===== config.mk =====
export PLATFORM = sky130hd
export DESIGN_NAME = mux_4to1_rr_arbiter
export DESIGN_NICKNAME = d
export VERILOG_FILES = /design/src/rtl/mux_4to1_rr_arbiter_pkg.sv /design/src/rtl/mux_4to1_rr_arbiter_rr_pick4.sv /design/src/rtl/mux_4to1_rr_arbiter.sv
export SDC_FILE = /design/constraint.sdc
export NUM_CORES = 1
export LEC_CHECK = 0
export CELL_PAD_IN_SITES_DETAIL_PLACEMENT = 1
export CELL_PAD_IN_SITES_GLOBAL_PLACEMENT = 1
export CORE_UTILIZATION = 36
export DETAILED_ROUTE_END_ITERATION = 8
export GPL_ROUTABILITY_DRIVEN = 0
export GPL_TIMING_DRIVEN = 0
export PLACE_DENSITY_LB_ADDON = 0.08
export SYNTH_ARGS = -nofsm -noshare
export SYNTH_HDL_FRONTEND = slang
export SYNTH_SLANG_ARGS = --single-unit

===== constraint.sdc =====
create_clock -name clk -period 2.39 [get_ports clk]
set_input_delay 0.5975 -clock clk [delete_from_list [all_inputs] [get_ports clk]]
set_output_delay 0.5975 -clock clk [all_outputs]
set_load 0.005 [all_outputs]

===== src/rtl/mux_4to1_rr_arbiter_pkg.sv =====
// Shared constants and types for the 4-source round-robin mux arbiter.
// Both the arbiter and the mux it steers reuse the source count and select width.
package mux_4to1_rr_arbiter_pkg;

    localparam int unsigned NUM_SRC = 4;
    localparam int unsigned SEL_W   = 2;

    typedef enum logic {
        StIdle  = 1'b0,
        StGrant = 1'b1
    } state_e;

    function automatic logic [NUM_SRC-1:0] onehot(input logic [SEL_W-1:0] idx);
        logic [NUM_SRC-1:0] v;
        v = '0;
        v[idx] = 1'b1;
        return v;
    endfunction

endpackage


===== src/rtl/mux_4to1_rr_arbiter_rr_pick4.sv =====
// Rotating-priority search over four requests: first set bit at or after start, wrapping.
// Purely combinational; shared by the idle and release decisions.
module mux_4to1_rr_arbiter_rr_pick4
    import mux_4to1_rr_arbiter_pkg::*;
(
    input  logic [NUM_SRC-1:0] req,
    input  logic [SEL_W-1:0]   start,
    output logic               found,
    output logic [SEL_W-1:0]   idx
);

    always_comb begin
        logic [SEL_W-1:0] cand;
        found = 1'b0;
        idx   = '0;
        cand  = '0;
        // Scan in reverse so the earliest position in rotated order wins.
        for (int k = NUM_SRC - 1; k >= 0; k--) begin
            cand = start + SEL_W'(k);
            if (req[cand]) begin
                found = 1'b1;
                idx   = cand;
            end
        end
    end

endmodule


===== src/rtl/mux_4to1_rr_arbiter.sv =====
// Round-robin arbiter producing a registered one-hot grant and 2-bit mux select.
// An owner keeps the grant for at most HOLD_MAX consecutive cycles.
module mux_4to1_rr_arbiter
    import mux_4to1_rr_arbiter_pkg::*;
#(
    parameter int unsigned HOLD_MAX = 4,
    parameter int unsigned CNT_W    = 3
) (
    input  logic               clk,
    input  logic               rst_n,
    input  logic [NUM_SRC-1:0] req,
    output logic [NUM_SRC-1:0] grant,
    output logic [SEL_W-1:0]   sel,
    output logic               valid
);

    localparam logic [CNT_W-1:0] HoldLast = CNT_W'(HOLD_MAX - 1);

    state_e             state_q, state_d;
    logic [NUM_SRC-1:0] grant_q, grant_d;
    logic [SEL_W-1:0]   sel_q, sel_d;
    logic               valid_q, valid_d;
    logic [SEL_W-1:0]   last_q, last_d;
    logic [CNT_W-1:0]   hold_cnt_q, hold_cnt_d;

    logic [SEL_W-1:0]   pick_start;
    logic               pick_found;
    logic [SEL_W-1:0]   pick_idx;

    // Idle searches past the last winner; release searches past the current owner.
    assign pick_start = (state_q == StIdle) ? last_q + SEL_W'(1) : sel_q + SEL_W'(1);

    mux_4to1_rr_arbiter_rr_pick4 u_pick (
        .req   (req),
        .start (pick_start),
        .found (pick_found),
        .idx   (pick_idx)
    );

    always_comb begin
        state_d    = state_q;
        grant_d    = grant_q;
        sel_d      = sel_q;
        valid_d    = valid_q;
        last_d     = last_q;
        hold_cnt_d = hold_cnt_q;

        unique case (state_q)
            StIdle: begin
                if (pick_found) begin
                    state_d    = StGrant;
                    grant_d    = onehot(pick_idx);
                    sel_d      = pick_idx;
                    valid_d    = 1'b1;
                    last_d     = pick_idx;
                    hold_cnt_d = '0;
                end
            end
            StGrant: begin
                if (req[sel_q] && (hold_cnt_q < HoldLast)) begin
                    hold_cnt_d = hold_cnt_q + CNT_W'(1);
                end else if (pick_found) begin
                    // Covers both a hand-off and a re-grant to a sole requester.
                    grant_d    = onehot(pick_idx);
                    sel_d      = pick_idx;
                    valid_d    = 1'b1;
                    last_d     = pick_idx;
                    hold_cnt_d = '0;
                end else begin
                    // sel is left alone so the mux input stays stable while idle.
                    state_d    = StIdle;
                    grant_d    = '0;
                    valid_d    = 1'b0;
                    hold_cnt_d = '0;
                end
            end
            default: begin
                state_d = StIdle;
            end
        endcase
    end

    always_ff @(posedge clk) begin
        if (!rst_n) begin
            state_q    <= StIdle;
            grant_q    <= '0;
            sel_q      <= '0;
            valid_q    <= 1'b0;
            last_q     <= SEL_W'(NUM_SRC - 1);
            hold_cnt_q <= '0;
        end else begin
            state_q    <= state_d;
            grant_q    <= grant_d;
            sel_q      <= sel_d;
            valid_q    <= valid_d;
            last_q     <= last_d;
            hold_cnt_q <= hold_cnt_d;
        end
    end

    assign grant = grant_q;
    assign sel   = sel_q;
    assign valid = valid_q;

endmodule


---- Word-level counts from Yosys, hierarchy flattened ----
Index checks and enable logic that the tools add are counted.
word-level totals
  input port bits ......................... 6
  output and inout bits ................... 7
  RAM bits ................................ 0
  bits in latches ......................... 0
  logic and storage cells ................. 66
  memories kept ........................... 0
  memory bits (read-only) ................. 0
  flip-flop bits (word level) ............. 13
operators by class
  $add $sub $neg .......................... 6
  bitwise gates (word level) .............. 1
  divide/modulo/power cells ............... 0
  multipliers ............................. 0
  $lt $le $gt $ge ......................... 8
  multiplexer cells ....................... 40
  shift-type cells ........................ 0
  equal/unequal tests ..................... 2
  reduce and logical (&&, ||, !) cells .... 3
operator list
  kind                                                                                  count
  2-bit by 3-bit < comparator with 1-bit output (second input constant)                 6
  2-bit 2-to-1 mux                                                                      9
  1-bit 2-to-1 mux                                                                      14
  4-bit 2-to-1 mux                                                                      3
  1-bit binary-select mux with 2-bit select                                             5
  2-bit one-hot mux with 2 select lines                                                 2
  4-bit one-hot mux with 2 select lines                                                 1
  2-bit by 1-bit adder with 2-bit output (second input constant)                        3
  3-bit 2-to-1 mux                                                                      2
  3-bit one-hot mux with 2 select lines                                                 1
  2-bit adder (second input constant)                                                   2
  2-bit != test (second input constant)                                                 2
  1-bit one-hot mux with 2 select lines                                                 2
  3-bit by 1-bit adder with 3-bit output (second input constant)                        1
  3-bit by 2-bit < comparator with 1-bit output (second input constant)                 1
  1-bit demux with 2-bit select                                                         1
  2-bit by 1-bit greater-or-equal comparator with 1-bit output (second input constant)  1
  1-bit logical AND                                                                     2
  2-bit AND reduction                                                                   1
  1-bit inverter                                                                        1

---- Logic depth before layout (Yosys ltp) ----
Gate-level depths: netlist of run 1.
  depth in word-level cells ............... 16
  gate-level depth with buffers ........... 6
  mapped depth without buffers ............ 5

---- Modules after synthesis ----
Synthesis of run 1 repeated with hierarchy kept, for this count alone.
unflattened totals
  cell total of the unflattened synthesis .. 73
  area, all modules ....................... 686.9 µm²
modules (own cells, without submodules)
  module                        area each (µm²)  times used  cells an instance  seq. area each (µm²)
  mux_4to1_rr_arbiter           609.3            1           60                 260.2
  mux_4to1_rr_arbiter_rr_pick4  77.6             1           13                 0.0

---- Least setup slack after synthesis of run 1 ----
No wires, ideal clock.
  path type ............................... input port to flip-flop
  start ................................... input port req[3]
  end ..................................... register grant_q[0], in the netlist grant[0]
  setup slack ............................. 472 ps
  required time ........................... 2321 ps
  cell stages on the path ................. 5
  buffers on the path ..................... 1
  library setup time ...................... 69 ps
  arrival time ............................ 1849 ps
  path through ............................ mux4_2 > and4b_1 > buf_6 > or3b_4 > o21ai_2
between the ends
  word-level cells in the longest chain between the ends .. 13
  elaborated cells between the ends (all ways) .. 31
  those cells by class .................... 2 x order compare; 2 x eq/ne; 24 x mux; 3 x reduce/logical
ends and longest elaborated chain
  element                                                                                                                                              line                                source
  start, declared                                                                                                                                      mux_4to1_rr_arbiter.sv:11           input logic [NUM_SRC-1:0] req,
  1-bit binary-select mux with 2-bit select                                                                                                            mux_4to1_rr_arbiter_rr_pick4.sv:20  if (req[cand]) begin
  1-bit 2-to-1 mux (implied by the code)                                                                                                               mux_4to1_rr_arbiter_rr_pick4.sv:20
  2-bit 2-to-1 mux (4 in series)                                                                                                                       mux_4to1_rr_arbiter_rr_pick4.sv:20
  2-bit by 3-bit < comparator with 1-bit output (implied by the code) or 2-bit by 1-bit greater-or-equal comparator with 1-bit output (tied branches)  mux_4to1_rr_arbiter_pkg.sv:16       v[idx] = 1'b1;
  1-bit logical AND (implied by the code)                                                                                                              mux_4to1_rr_arbiter_pkg.sv:16
  1-bit 2-to-1 mux (implied by the code)                                                                                                               mux_4to1_rr_arbiter_pkg.sv:16
  1-bit demux with 2-bit select                                                                                                                        mux_4to1_rr_arbiter_pkg.sv:16
  4-bit 2-to-1 mux                                                                                                                                     mux_4to1_rr_arbiter.sv:62           end else if (pick_found) begin
  4-bit 2-to-1 mux                                                                                                                                     mux_4to1_rr_arbiter.sv:60           if (req[sel_q] && (hold_cnt_q < HoldLast)) begin
  4-bit one-hot mux with 2 select lines                                                                                                                mux_4to1_rr_arbiter.sv:48           unique case (state_q)
  end signal, assigned                                                                                                                                 mux_4to1_rr_arbiter.sv:93           grant_q <= grant_d;
  end, declared                                                                                                                                        mux_4to1_rr_arbiter.sv:20           logic [NUM_SRC-1:0] grant_q, grant_d;
Several ways; a longest one is shown, not always the timed one. The select of a mux whose other input is x is not followed.
A chain may end at the register's enable or synchronous reset.

---- Worst setup path in the final report of run 1 ----
  start ................................... input port req[1]
  end ..................................... register grant_q[3], in the netlist grant[3]
Same word-level chain as after synthesis.

==> metrics list, run 1 <==
- The clock passes through at most 2 buffers.
- Number of antenna violations at the first check in global routing: 0
* Routed vias/inst: 5.009
- The internal portion of the total power is 390.8 uW.
- Counting instances, the worst hold path has a depth of 2.
- The flow ran to the end, and the final reports show no timing, DRC or antenna violations.
- For this run, the register share of the synthesized area comes to 39.77%.
* Final hold violations: 0
- Measured along the x axis, the die boundary spans 44.64 um.
- Summed over all nets, the half-perimeter wirelength after detailed placement is 1062 um.
* Layout Nets: 95
- Final design utilization: 48.72%
- The critical path in this run is classified as in -> reg.
- Setup Slack @ Placement: -0.2009 ns
- Peak fanout along the critical path: 8
- Met2 routed WL: 619 um
- Worst-case headroom to the max-slew limit: 64.14%
- Length of the first detailed-routing pass in iterations: 3
- CTS tree: yes
- The min-delay analysis places its worst path in the category reg -> reg.
- Once layout is done, the placed cells without fillers occupy 832.0 sq um.
- Together, buffers and inverters on the worst path number 2.
- Clock-pin slew on the worst setup and hold paths: 0.08 ns
- Setup Buffers After CTS: 0
- Total leakage power: 0.0003067 uW
- Starting Density: 38.32%
- The tool flagged a number of max-cap violations equal to 0.
- Antenna diodes: 0
- For this run the aggregate overflow at the end of global routing stands at 0.
- Of the total power, the share spent switching nets is 29.25%.
- Crit path setup slack, layout: 0.1012 ns
- For this block, the initial DRC count from the detailed router was 3.
* Synthesized netlist cell count: 71
- In this run the core area contains 15 standard-cell rows.
* Pwr Density: 663.9 nW/um^2
- Measured along the y axis, the die boundary spans 44.64 um.
- Area occupied by multi-input gates: 370.4 sq um
- Area of the core region: 1708 sq um
* Met1 Wirelength: 721 um
- Antenna-violating nets left: 0
* Area growth from synthesis to layout: 27.15%
- Slew Limit Fails: 0
- Global routing used 16.57% of the available tracks.
- Each instance of the synthesized netlist takes up on average 9.217 sq um.
* Required time at the endpoint of the critical path: 2.56 ns
- Clock tree synthesis inserted a total of 3 buffers.
* Synthesized area: 654.4 sq um
- For hold timing, the worst endpoint is grant[2].
- The routed design uses 26 um of met3 wire.
* Number of distinct library cells after synthesis: 31
- Flip-flop and latch count after synthesis: 13
- The biggest area contributor in the post-synthesis netlist is sky130_fd_sc_hd__dfxtp_1.
- Max layer used: met4
* FF+latch area: 260.3 sq um
* Number of global-route vias before repair: 514
* Beginning of the worst register-to-register path: sel[0]
- In this run the count of I/O pins placed on the die edge is 13.
* Port Buffer Count: 12
* Clock skew: 0.007032 ns
- By count the netlist is led by sky130_fd_sc_hd__dfxtp_1, sky130_fd_sc_hd__nor2_1, sky130_fd_sc_hd__nor2b_1.
* Critical path startpoint category: input pin
- Fraction of registers with async set/reset: 0%
- Measured in cells, the most critical reg-to-reg path has a length of 6.
- The synthesized design contains 0 enable-type register cells.
- In the final routed layout, each cell accounts on average for 12.32 um.
* Die area: 1992 sq um
- The critical path goes through clkdlybuf4s50_1 -> mux4_2 -> and4b_1 -> buf_6 -> o21bai_1 -> a22oi_1 -> nor2b_1.
- Yosys instantiated no cell more often than sky130_fd_sc_hd__dfxtp_1.
- Synthesis Warnings: 0
* Worst path slowest cell: sky130_fd_sc_hd__clkdlybuf4s50_1
- Across all hold checks on the routed design, the worst slack comes to 0.4486 ns.
- The worst setup path is captured at a flip-flop.
- The clock network is responsible for 24.0% of the overall power.
- The worst path needs 2.289 ns of the cycle, external delays included.
* # hold bufs at CTS: 0
- Fraction of power consumed by sequential logic: 47.2%
* Total number of vias: 561
- Gate power share: 28.8%
- Fraction of final layout cells sized beyond drive strength 1: 12.64%
- The cell family contributing the most delay on the critical path is buffers and inverters.
- Counting the fill cells in the layout gives 198.
- R2R setup slack: 0.48 ns
- STA puts the critical path data arrival time at 2.46 ns.
- Setup violations remaining at the end of the flow were counted as 0.
- In this run the critical register-to-register path is captured at grant[3].
* Cell area after placement: 805.8 sq um
* Beginning of the worst hold path: grant[2]
- The later pin in the worst-skew pair is clocked with a latency of 0.27 ns.
- Setup repair after global routing left no endpoint under its margin.
- VDD sags by at most 0.4244 mV.
* Pin count of the biggest net entering global routing: 11
* Leading post-synthesis cells by cell area: sky130_fd_sc_hd__dfxtp_1, sky130_fd_sc_hd__nor2b_1, sky130_fd_sc_hd__nor2_1
- The final layout contains routed wiring with a total length of 1380 um.
- In this run the number of H-tree levels came out at 1.
* Post_cts resized: 0
- Total nets after synthesis: 78
- Dominant register cell in the synthesized netlist: sky130_fd_sc_hd__dfxtp_1
* Switch Pwr: 161.5 uW
* Measured slew at the worst slew-check pin: 0.5379 ns
* Residual DRC count: 0
- The design draws 552.4 uW.
* Sinks on Clock Net: 13
- Wire length of the first global-routing pass: 2373 um
- Achievable Freq: 0.4369 GHz
- In this run the clock root is driven by a sky130_fd_sc_hd__clkbuf_4.
- Portion of synthesized cell area occupied by the leading cell type: 39.77%
* Crit share post-route: 95.76%
* Biggest cell delay along the critical path: 0.51 ns
[sequential cells by signal, indices dropped and copies added (netlist names)]
| register | count |
|---|---|
| last_q | 2 |
| hold_cnt_q | 3 |
| valid | 1 |
| state_q | 1 |
| sel | 2 |
| grant | 4 |
[metal layers]
layer | global-route usage (%) | vias to the layer above
met5 | 0 | -
met4 | 7.273 | 0
met3 | 3.673 | 2
met2 | 23.82 | 6
met1 | 23.51 | 266
li1 | - | 287
[logic make-up after synthesis]
kind of cell | count (synthesis) | synth area share (%)
AND/OR/NAND/NOR | 31 | 26.58
AO/OA/AOI/OAI | 17 | 18.36
flip-flops | 13 | 39.77
multiplexers | 5 | 9.751
buffers and inverters | 4 | 3.631
adder cells (fa/ha/maj) | 1 | 1.912
[cell usage in the layout (no fill, tap or decap), drive strengths merged]
master and count:
a311o 1, and4b 1, o221ai 1, mux4 1
nor2b 7, a22oi 3, buf 2, nor2 9
nand2b 2, nor4b 1, clkbuf 5, a21oi 4
clkdlybuf4s50 12, mux2i 3, mux2 1, nand3b 1
o21bai 1, a211oi 1, a2bb2oi 1, dfxtp 13
o21ai 4, nor3 1, nand2 4, inv 1
ha 1, and2 1, or3b 1, nand3 3
a21boi 1
[worst min-delay path: cells and delay by family (launching register included)]
family	cells	cell delay [ns]
DFF	1	0.31
AOI/OAI and AO/OA	1	0.05
and+or+nand+nor	1	0.05
[final cells by class]
type                    instances  area share (%)
plain buffers                   3           2.406
clock buffers                   4           3.158
inverters                       1          0.4511
multi-input cells              54           44.51
flip-flops and latches         13           31.28
well taps                      25           3.759
repair buffers                 12           14.44
[how the worst max path moves through the flow]
stage                 from  endpoint  slack (ns)  depth (start not counted)
floorplan           req[3]  grant[0]        0.47                          5
global placement    req[1]  grant[3]       -0.19                          7
detailed placement  req[1]  grant[3]       -0.20                          7
CTS                 req[1]  grant[3]        0.09                          7
global route        req[1]  grant[3]       0.004                          7
finish              req[1]  grant[3]        0.10                          7
[through the flow]
stage	TNS [ns]	std cells
floorplan	0	71
global placement	-0.9772	108
detailed placement	-1.138	108
CTS	0	112
global route	0	112
finish	0	112
[power groups by stage]
stage	clock network (uW)	registers, uW	logic [uW]
6_report	133	261	159
5_1_grt	152	264	176
4_1_cts	138	261	161
3_5_place_dp	0	266	159
3_3_place_gp	0	264	158
2_1_floorplan	0	263	97.3
Note: power is estimated with default switching activity, not from simulation.
==> run 2: changes to the inputs <==
CELL_PAD_IN_SITES_DETAIL_PLACEMENT = 0   (was 1)
SETUP_SLACK_MARGIN = 0.15   (was not set)
==> run 2 against run 1 <==
Non-clock buffer count unchanged; routed wire length fell by 4.9%; die area unchanged; sequential power barely moved; register-to-register slack better by 0.02 ns; clock skew shrank 0.0035 ns; cell count stayed put; critical path depth did not move; count of clock-buffer cells in the layout is the same; final area rose by 1.2%; critical endpoint unchanged; highest routed layer unchanged.
==> metrics list, run 2 (same netlist as run 1, synthesis figures left out) <==
- The flow ran to the end, and the final reports show no timing, DRC or antenna violations.
- Pwr Density: 658.8 nW/um^2 (-0.76%)
- Critical path startpoint category: input pin
- Total buffers and inverters traversed by the critical path: 2 (unchanged)
* Period minus WS final: 2.155 ns (-0.1342 ns)
* Final hold violations: 0 (unchanged)
* Number of antenna violations at the first check in global routing: 0 (unchanged)
- The normalized max-slew margin is 61.84% (-2.3 points).
- Walking the worst path, the cells encountered are clkdlybuf4s50_1 -> mux4_2 -> and4b_1 -> buf_6 -> o21bai_2 -> a22oi_1 -> nor2b_1.
- The total number of placement rows came to 15 (unchanged).
- The worst endpoint required time is 2.56 ns (about the same).
- Final instance area: 842.1 sq um (+1.2%)
* Worst min-delay path class: reg -> reg
- In the layout the commonest cells are sky130_fd_sc_hd__dfxtp_1, sky130_fd_sc_hd__nor2_1, sky130_fd_sc_hd__clkdlybuf4s50_1, sky130_fd_sc_hd__nor2b_1.
- Final setup violation count: 0 (unchanged)
- The proportion of power drawn by the clock network is 23.9% (about the same).
* Startpoint of the most critical setup path: req[0]
- The worst-skew pair later-pin latency came to 0.27 ns (about the same).
* Number of global-route vias before repair: 510 (-0.78%)
- Setup repair after global routing left no endpoint under its margin.
* Die outline width: 44.64 um (unchanged)
* Slew Limit Fails: 0 (unchanged)
- The area taken by flip-flops and latches came to 260.3 sq um (unchanged).
- The cell family contributing the most delay on the critical path is buffers and inverters.
- The effective utilization at floorplan was 38.32% (unchanged).
* Number of clock buffers inserted by TritonCTS: 3 (unchanged)
- Clk root buf: sky130_fd_sc_hd__clkbuf_4
- The ratio of final minimum period to clock period came to 90.15% (-5.6 points).
- Routed vias/inst: 4.946 (-1.2%)
- Kind of end point of the critical path: flip-flop
- Max reg flops: 4 (unchanged)
- Area growth from synthesis to layout: 28.68%
- Congestion Overflow GR: 0 (unchanged)
- Die height: 44.64 um (unchanged)
- The largest stage delay on the critical path is 0.46 ns (-0.05 ns).
* Residual DRC count: 0 (unchanged)
- Beginning of the worst register-to-register path: sel[0]
* Layout Nets: 95 (unchanged)
- The largest individual stage delay along the critical path comes from the cell sky130_fd_sc_hd__mux4_2.
- The maximum number of pins on one net before global-route repair is 11 (unchanged).
* Antenna diodes: 0 (unchanged)
- Length of the first detailed-routing pass in iterations: 3 (unchanged)
- The number of standard cells in the final layout excluding fillers is 112 (unchanged).
- # H-tree levels: 1 (unchanged)
- Fraction of power consumed by sequential logic: 47.1% (about the same)
* Global router's overall resource usage: 16.08% (-0.49 points)
- Peak fanout along the critical path: 8 (unchanged)
* CTS tree: yes
- Achievable Freq: 0.4641 GHz (+6.2%)
- The global-route wire length before repair came to 2256 um (-4.9%).
- The actual transition at the worst max-transition pin is 0.5724 ns (+0.03449 ns).
- Clock skew: 0.003523 ns (-0.003509 ns)
- The number of top-level pins came to 13 (unchanged).
* Total leakage power: 0.0003242 uW (+5.7%)
- The critical path in this run is classified as in -> reg.
- The post-detailed-route count of antenna-violating nets was 0 (unchanged).
- Internal power component: 392.1 uW (+0.34%)
- Count of placed standard cells including taps: 108 (unchanged)
- Beginning of the worst hold path: grant[2]
- The arrival time of data at the critical path endpoint was 2.32 ns (-0.14 ns).
- Max Cap Violations: 0 (unchanged)
* Cell area after placement: 805.8 sq um (unchanged)
- The number of DRC markers after the initial detailed-route iteration was 3 (unchanged).
- The logic gate share of total power was 28.9% (about the same).
- Area of the core region: 1708 sq um (unchanged)
- The overall die area is 1992 sq um (unchanged).
- The deepest clock path buffer count was 2 (unchanged).
- The number of input and output port buffers inserted came to 12 (unchanged).
- The clock-pin slew on the worst setup and hold paths came to 0.08 ns (about the same).
* Post-DP HPWL: 996.8 um (-6.1%)
- Setup Buffers After CTS: 0 (unchanged)
- The wire length reported by the detailed router came to 1313 um (-4.9%).
- The area taken by multi-input logic gates came to 380.4 sq um (+2.7%).
- The proportion of layout cells with a drive suffix above 1 was 13.79% (+1.1 points).
* Most frequent standard cell in the layout excluding fill and tap cells: sky130_fd_sc_hd__dfxtp_1
- Per-cell routed wire length: 11.72 um (-4.9%)
* Maximum ir drop on the vdd rail: 0.4446 mV (+4.7%)
* Sinks on Clock Net: 13 (unchanged)
- Switch Pwr: 162.6 uW (+0.67%)
- The vias after detailed routing is 554 (-1.2%).
* Switching Fraction: 29.31% (+0.069 points)
- The number of inserted filler cells in the final layout is 172 (-13%).
run 2: cell types whose count changed in the layout (fill, tap and decap cells not counted):
cell	change
sky130_fd_sc_hd__dlygate4sd2_1	+2
sky130_fd_sc_hd__nor3_4	+1
sky130_fd_sc_hd__o21bai_1	-1
sky130_fd_sc_hd__clkdlybuf4s50_1	-3
sky130_fd_sc_hd__o21bai_2	+1
sky130_fd_sc_hd__nor3_2	-1
sky130_fd_sc_hd__dlymetal6s2s_1	+1
run 2: through the flow:
stage | hold WS [ns] | utilization [%] | setup TNS (ns) | power [uW] | setup slack (ns)
4_1_cts | 0.4536 | 48.79 | 0 | 560.1 | 0.1965
3_3_place_gp | 0.4402 | 47.18 | -0.9772 | 422.9 | -0.1883
5_1_grt | 0.4824 | 49.30 | 0 | 594.6 | 0.1663
3_5_place_dp | 0.4419 | 47.18 | -1.021 | 423.7 | -0.1867
6_report | 0.4489 | 49.30 | 0 | 554.8 | 0.2354
2_1_floorplan | 0.4471 | - | 0 | 360.0 | 0.4723
run 2: worst paths after layout:
check                                end  depth (start not counted)  slack, ns
worst max-delay path            grant[3]                          7       0.24
worst min-delay path            grant[2]                          2       0.45
worst max register to register  grant[3]                          6       0.50
worst min register to register  grant[2]                          2       0.45
run 2: layer usage:
layer	GRT usage [%]	routed length (um)	part of all wire, %	vias to the layer above
li1	-	-	-	286
met1	21.59	660	50	258
met2	22.65	594	45	6
met3	4.898	37	2.8	4
met4	9.091	20	1.5	0
met5	0	0	0	-
run 2: power groups by stage:
| stage | Clock [uW] | Sequential [uW] | Combinational [uW] |
|---|---|---|---|
| after floorplan | 0 | 263 | 97.3 |
| after global placement | 0 | 264 | 158 |
| after detailed placement | 0 | 266 | 158 |
| after CTS | 141 | 261 | 158 |
| after global routing | 150 | 264 | 180 |
| final | 133 | 261 | 161 |
run 2: layout make-up:
class	count	share of cell area (%)
inverter	1	0.4458
timing repair buffer	12	14.26
sequential	13	30.91
buffer	3	2.377
clock buffer	4	3.120
multi-input combinational	54	45.17
tap	25	3.715
run 2: worst min-delay path, stage by stage, from the launching register on:
cell and delay (ns):
sky130_fd_sc_hd__dfxtp_1 0.31, sky130_fd_sc_hd__nand2_1 0.05, sky130_fd_sc_hd__a21boi_1 0.05
run 2: timing repair:
| action | 4_1_cts | 5_1_grt |
|---|---|---|
| resized for setup | 3 | 2 |
| hold buffers | 0 | 0 |
| endpoints found under the setup margin | 2 | 2 |
| pin swaps | 0 | 1 |
==> run 3: changes to the inputs <==
clock period = 2.1 ns   (was 2.39 ns; I/O delays follow)
==> run 3 against run 2 <==
Final area up 1.2%; non-clock buffer count unchanged; combinational power up 19%; register-to-register slack worse by 0.28 ns; clock power up 14%; via count up 0.72%; clock skew down 0.0023 ns; global-route usage up 0.45 points; sequential share of layout area down 0.36 points; power up 15%; setup slack worse by 0.047 ns.
==> metrics list, run 3 (same netlist as run 1, synthesis figures left out) <==
- The number of flip-flops in the largest register came to 4 (unchanged).
- List of cells traversed by the critical path: clkdlybuf4s15_1 -> mux4_2 -> and4b_1 -> buf_6 -> or3b_4 -> o21ai_2
- Among all stages on the critical path, the largest delay is contributed by sky130_fd_sc_hd__mux4_2.
- Area occupied by multi-input gates: 397.9 sq um (+4.6%)
* # H-tree levels: 1 (unchanged)
- The number of buffers inserted by hold repair at cts is 0 (unchanged).
* CTS tree: yes
- Clock skew: 0.001239 ns (-0.002284 ns)
- Final setup violation count: 0 (unchanged)
- Final hold violations: 0 (unchanged)
* Cell area after placement: 805.8 sq um (unchanged)
* Biggest cell delay along the critical path: 0.49 ns (+0.03 ns)
* Achievable Freq: 0.5232 GHz
- Most frequent cells in the layout: sky130_fd_sc_hd__dfxtp_1, sky130_fd_sc_hd__nor2_1, sky130_fd_sc_hd__clkdlybuf4s50_1, sky130_fd_sc_hd__nor2b_1, sky130_fd_sc_hd__nand2_1
- Compared with the post-synthesis result, the final layout area differs by 30.21%.
- Critical path startpoint category: input pin
- The total power per unit cell area is 751.6 nW/um^2 (+14%).
- The global router's overall resource usage was 16.53% (+0.45 points).
- Setup repair after global routing missed its margin: no
* Most frequent standard cell in the layout excluding fill and tap cells: sky130_fd_sc_hd__dfxtp_1
- The worst-skew pair later-pin latency is 0.27 ns (about the same).
- The global-route wire length before repair was 2304 um (+2.1%).
- The half-perimeter wire length after placement is 996.8 um (unchanged).
* Per-cell routed wire length: 12.15 um (+3.7%)
- Top cell family by delay on the critical path: simple AND/OR/NAND/NOR gates
- Antenna diodes: 0 (unchanged)
- The highest ir drop seen on vdd is 0.5179 mV (+16%).
- Crit share post-route: 91.02%
* Measured slew at the worst slew-check pin: 0.4782 ns (-0.09418 ns)
* Required time at the endpoint of the critical path: 2.31 ns (-0.25 ns)
- Data arrival time of the critical path: 2.12 ns (-0.20 ns)
- The wire length reported by the detailed router was 1361 um (+3.7%).
- The vias after detailed routing was 558 (+0.72%).
- The maximum fanout encountered on the critical timing path is 8 (unchanged).
- Clk root buf: sky130_fd_sc_hd__clkbuf_4
* Sinks on Clock Net: 13 (unchanged)
* Clock buffer depth: 2 (unchanged)
* Pin count of the biggest net entering global routing: 11 (unchanged)
- Number of clock buffers inserted by TritonCTS: 3 (unchanged)
* Period minus WS final: 1.911 ns
- The initial antenna violation count came to 0 (unchanged).
* Slew Limit Fails: 0 (unchanged)
- The number of max-capacitance violations reported is 0 (unchanged).
- The number of vias per cell was 4.982 (+0.72%).
- Final design utilization: 49.89% (+0.59 points)
- Area of the core region: 1708 sq um (unchanged)
- The aggregate global routing overflow came to 0 (unchanged).
* DR iter-0 viols: 2 (-1)
* Number of global-route vias before repair: 504 (-1.2%)
* Kind of end point of the critical path: flip-flop
- Standard-cell rows: 15 (unchanged)
- The leakage component of the power was 0.0003174 uW (-2.1%).
- The post-CTS setup-driven buffer insertion count was 0 (unchanged).
- The number of input and output port buffers inserted is 12 (unchanged).
- The final-stage net count is 95 (unchanged).
- The overall die area is 1992 sq um (unchanged).
* FF+latch area: 260.3 sq um (unchanged)
- Worst-case headroom to the max-slew limit: 67.93% (+6.1 points)
- The final design instance area without fill is 852.1 sq um (+1.2%).
* Layout fillers: 169 (-1.7%)
- The proportion of layout cells with a drive suffix above 1 was 17.24% (+3.4 points).
* Die height: 44.64 um (unchanged)
- The post-detailed-route count of antenna-violating nets came to 0 (unchanged).
- The number of top-level pins was 13 (unchanged).
- The number of buffer and inverter stages on the critical path came to 2 (unchanged).
* Start-to-end type of the worst setup path: in -> reg
- Worst min-delay path class: reg -> reg
- Residual DRC count: 0 (unchanged)
- Die outline width: 44.64 um (unchanged)
- The effective utilization at floorplan came to 38.32% (unchanged).
- The clock-pin slew on the worst setup and hold paths came to 0.08 ns (about the same).
* Run status: completed
* Length of the first detailed-routing pass in iterations: 4 (+1)
## run 3: changes by cell type in the layout (fill, tap and decap cells not counted)
cell and delta:
sky130_fd_sc_hd__o221ai_1 -1, sky130_fd_sc_hd__clkdlybuf4s15_1 +1, sky130_fd_sc_hd__clkbuf_2 +1, sky130_fd_sc_hd__a21oi_2 +1, sky130_fd_sc_hd__o221ai_2 +1, sky130_fd_sc_hd__clkdlybuf4s50_1 -1, sky130_fd_sc_hd__dlymetal6s2s_1 -1, sky130_fd_sc_hd__o21bai_2 -1
sky130_fd_sc_hd__o21bai_4 +1, sky130_fd_sc_hd__a21oi_1 -1
## run 3: area by class of cell
class | instances | share of cell area [%]
inverter | 1 | 0.4405
multi-input combinational | 54 | 46.70
clock buffer | 4 | 3.084
sequential | 13 | 30.54
tap | 25 | 3.671
timing repair buffer | 12 | 13.22
buffer | 3 | 2.349
## run 3: report_power, final
part           leakage, uW  internal [uW]  switching (uW)  total [uW]
Sequential        0.000107            274            24.0         298
Clock            0.0000150           73.5            77.9         151
Combinational     0.000195            102            89.0         191
## run 3: metrics by stage
step | setup TNS, ns | std cells | power (uW) | setup WS, ns | hold WS, ns
after global placement | -3.207 | 108 | 481.3 | -0.4058 | 0.4402
after global routing | 0 | 112 | 684.0 | 0.1503 | 0.4824
after detailed placement | -3.294 | 108 | 482.2 | -0.4042 | 0.4419
after CTS | 0 | 112 | 644.1 | 0.1672 | 0.4536
final | 0 | 112 | 640.4 | 0.1887 | 0.4486
after floorplan | 0 | 71 | 409.7 | 0.2548 | 0.4471
## run 3: routing by layer
layer | GRT usage [%] | vias up | wire length (um) | part of all wire, %
met3 | 4.898 | 2 | 39 | 2.9
met1 | 23.44 | 264 | 688 | 51
met4 | 9.091 | 0 | 12 | 0.88
met2 | 22.06 | 6 | 621 | 46
met5 | 0 | - | 0 | 0
li1 | - | 286 | - | -
## run 3: worst min-delay path: stages, from the launching register on
cell and delay [ns]:
sky130_fd_sc_hd__dfxtp_1 0.31, sky130_fd_sc_hd__nand2_1 0.05, sky130_fd_sc_hd__a21boi_1 0.05
## run 3: worst paths after layout
check	from	endpoint	slack (ns)	depth (start not counted)
min reg2reg	grant[2]	grant[2]	0.45	2
max	req[3]	grant[1]	0.19	6
max reg2reg	sel[0]	grant[1]	0.22	5
min	grant[2]	grant[2]	0.45	2
## run 3: repair_timing
item	CTS	global route
setup endpoints to repair	9	7
pin swaps	0	0
hold endpoints to repair	0	0
cloned	0	0
gates resized for setup	7	5
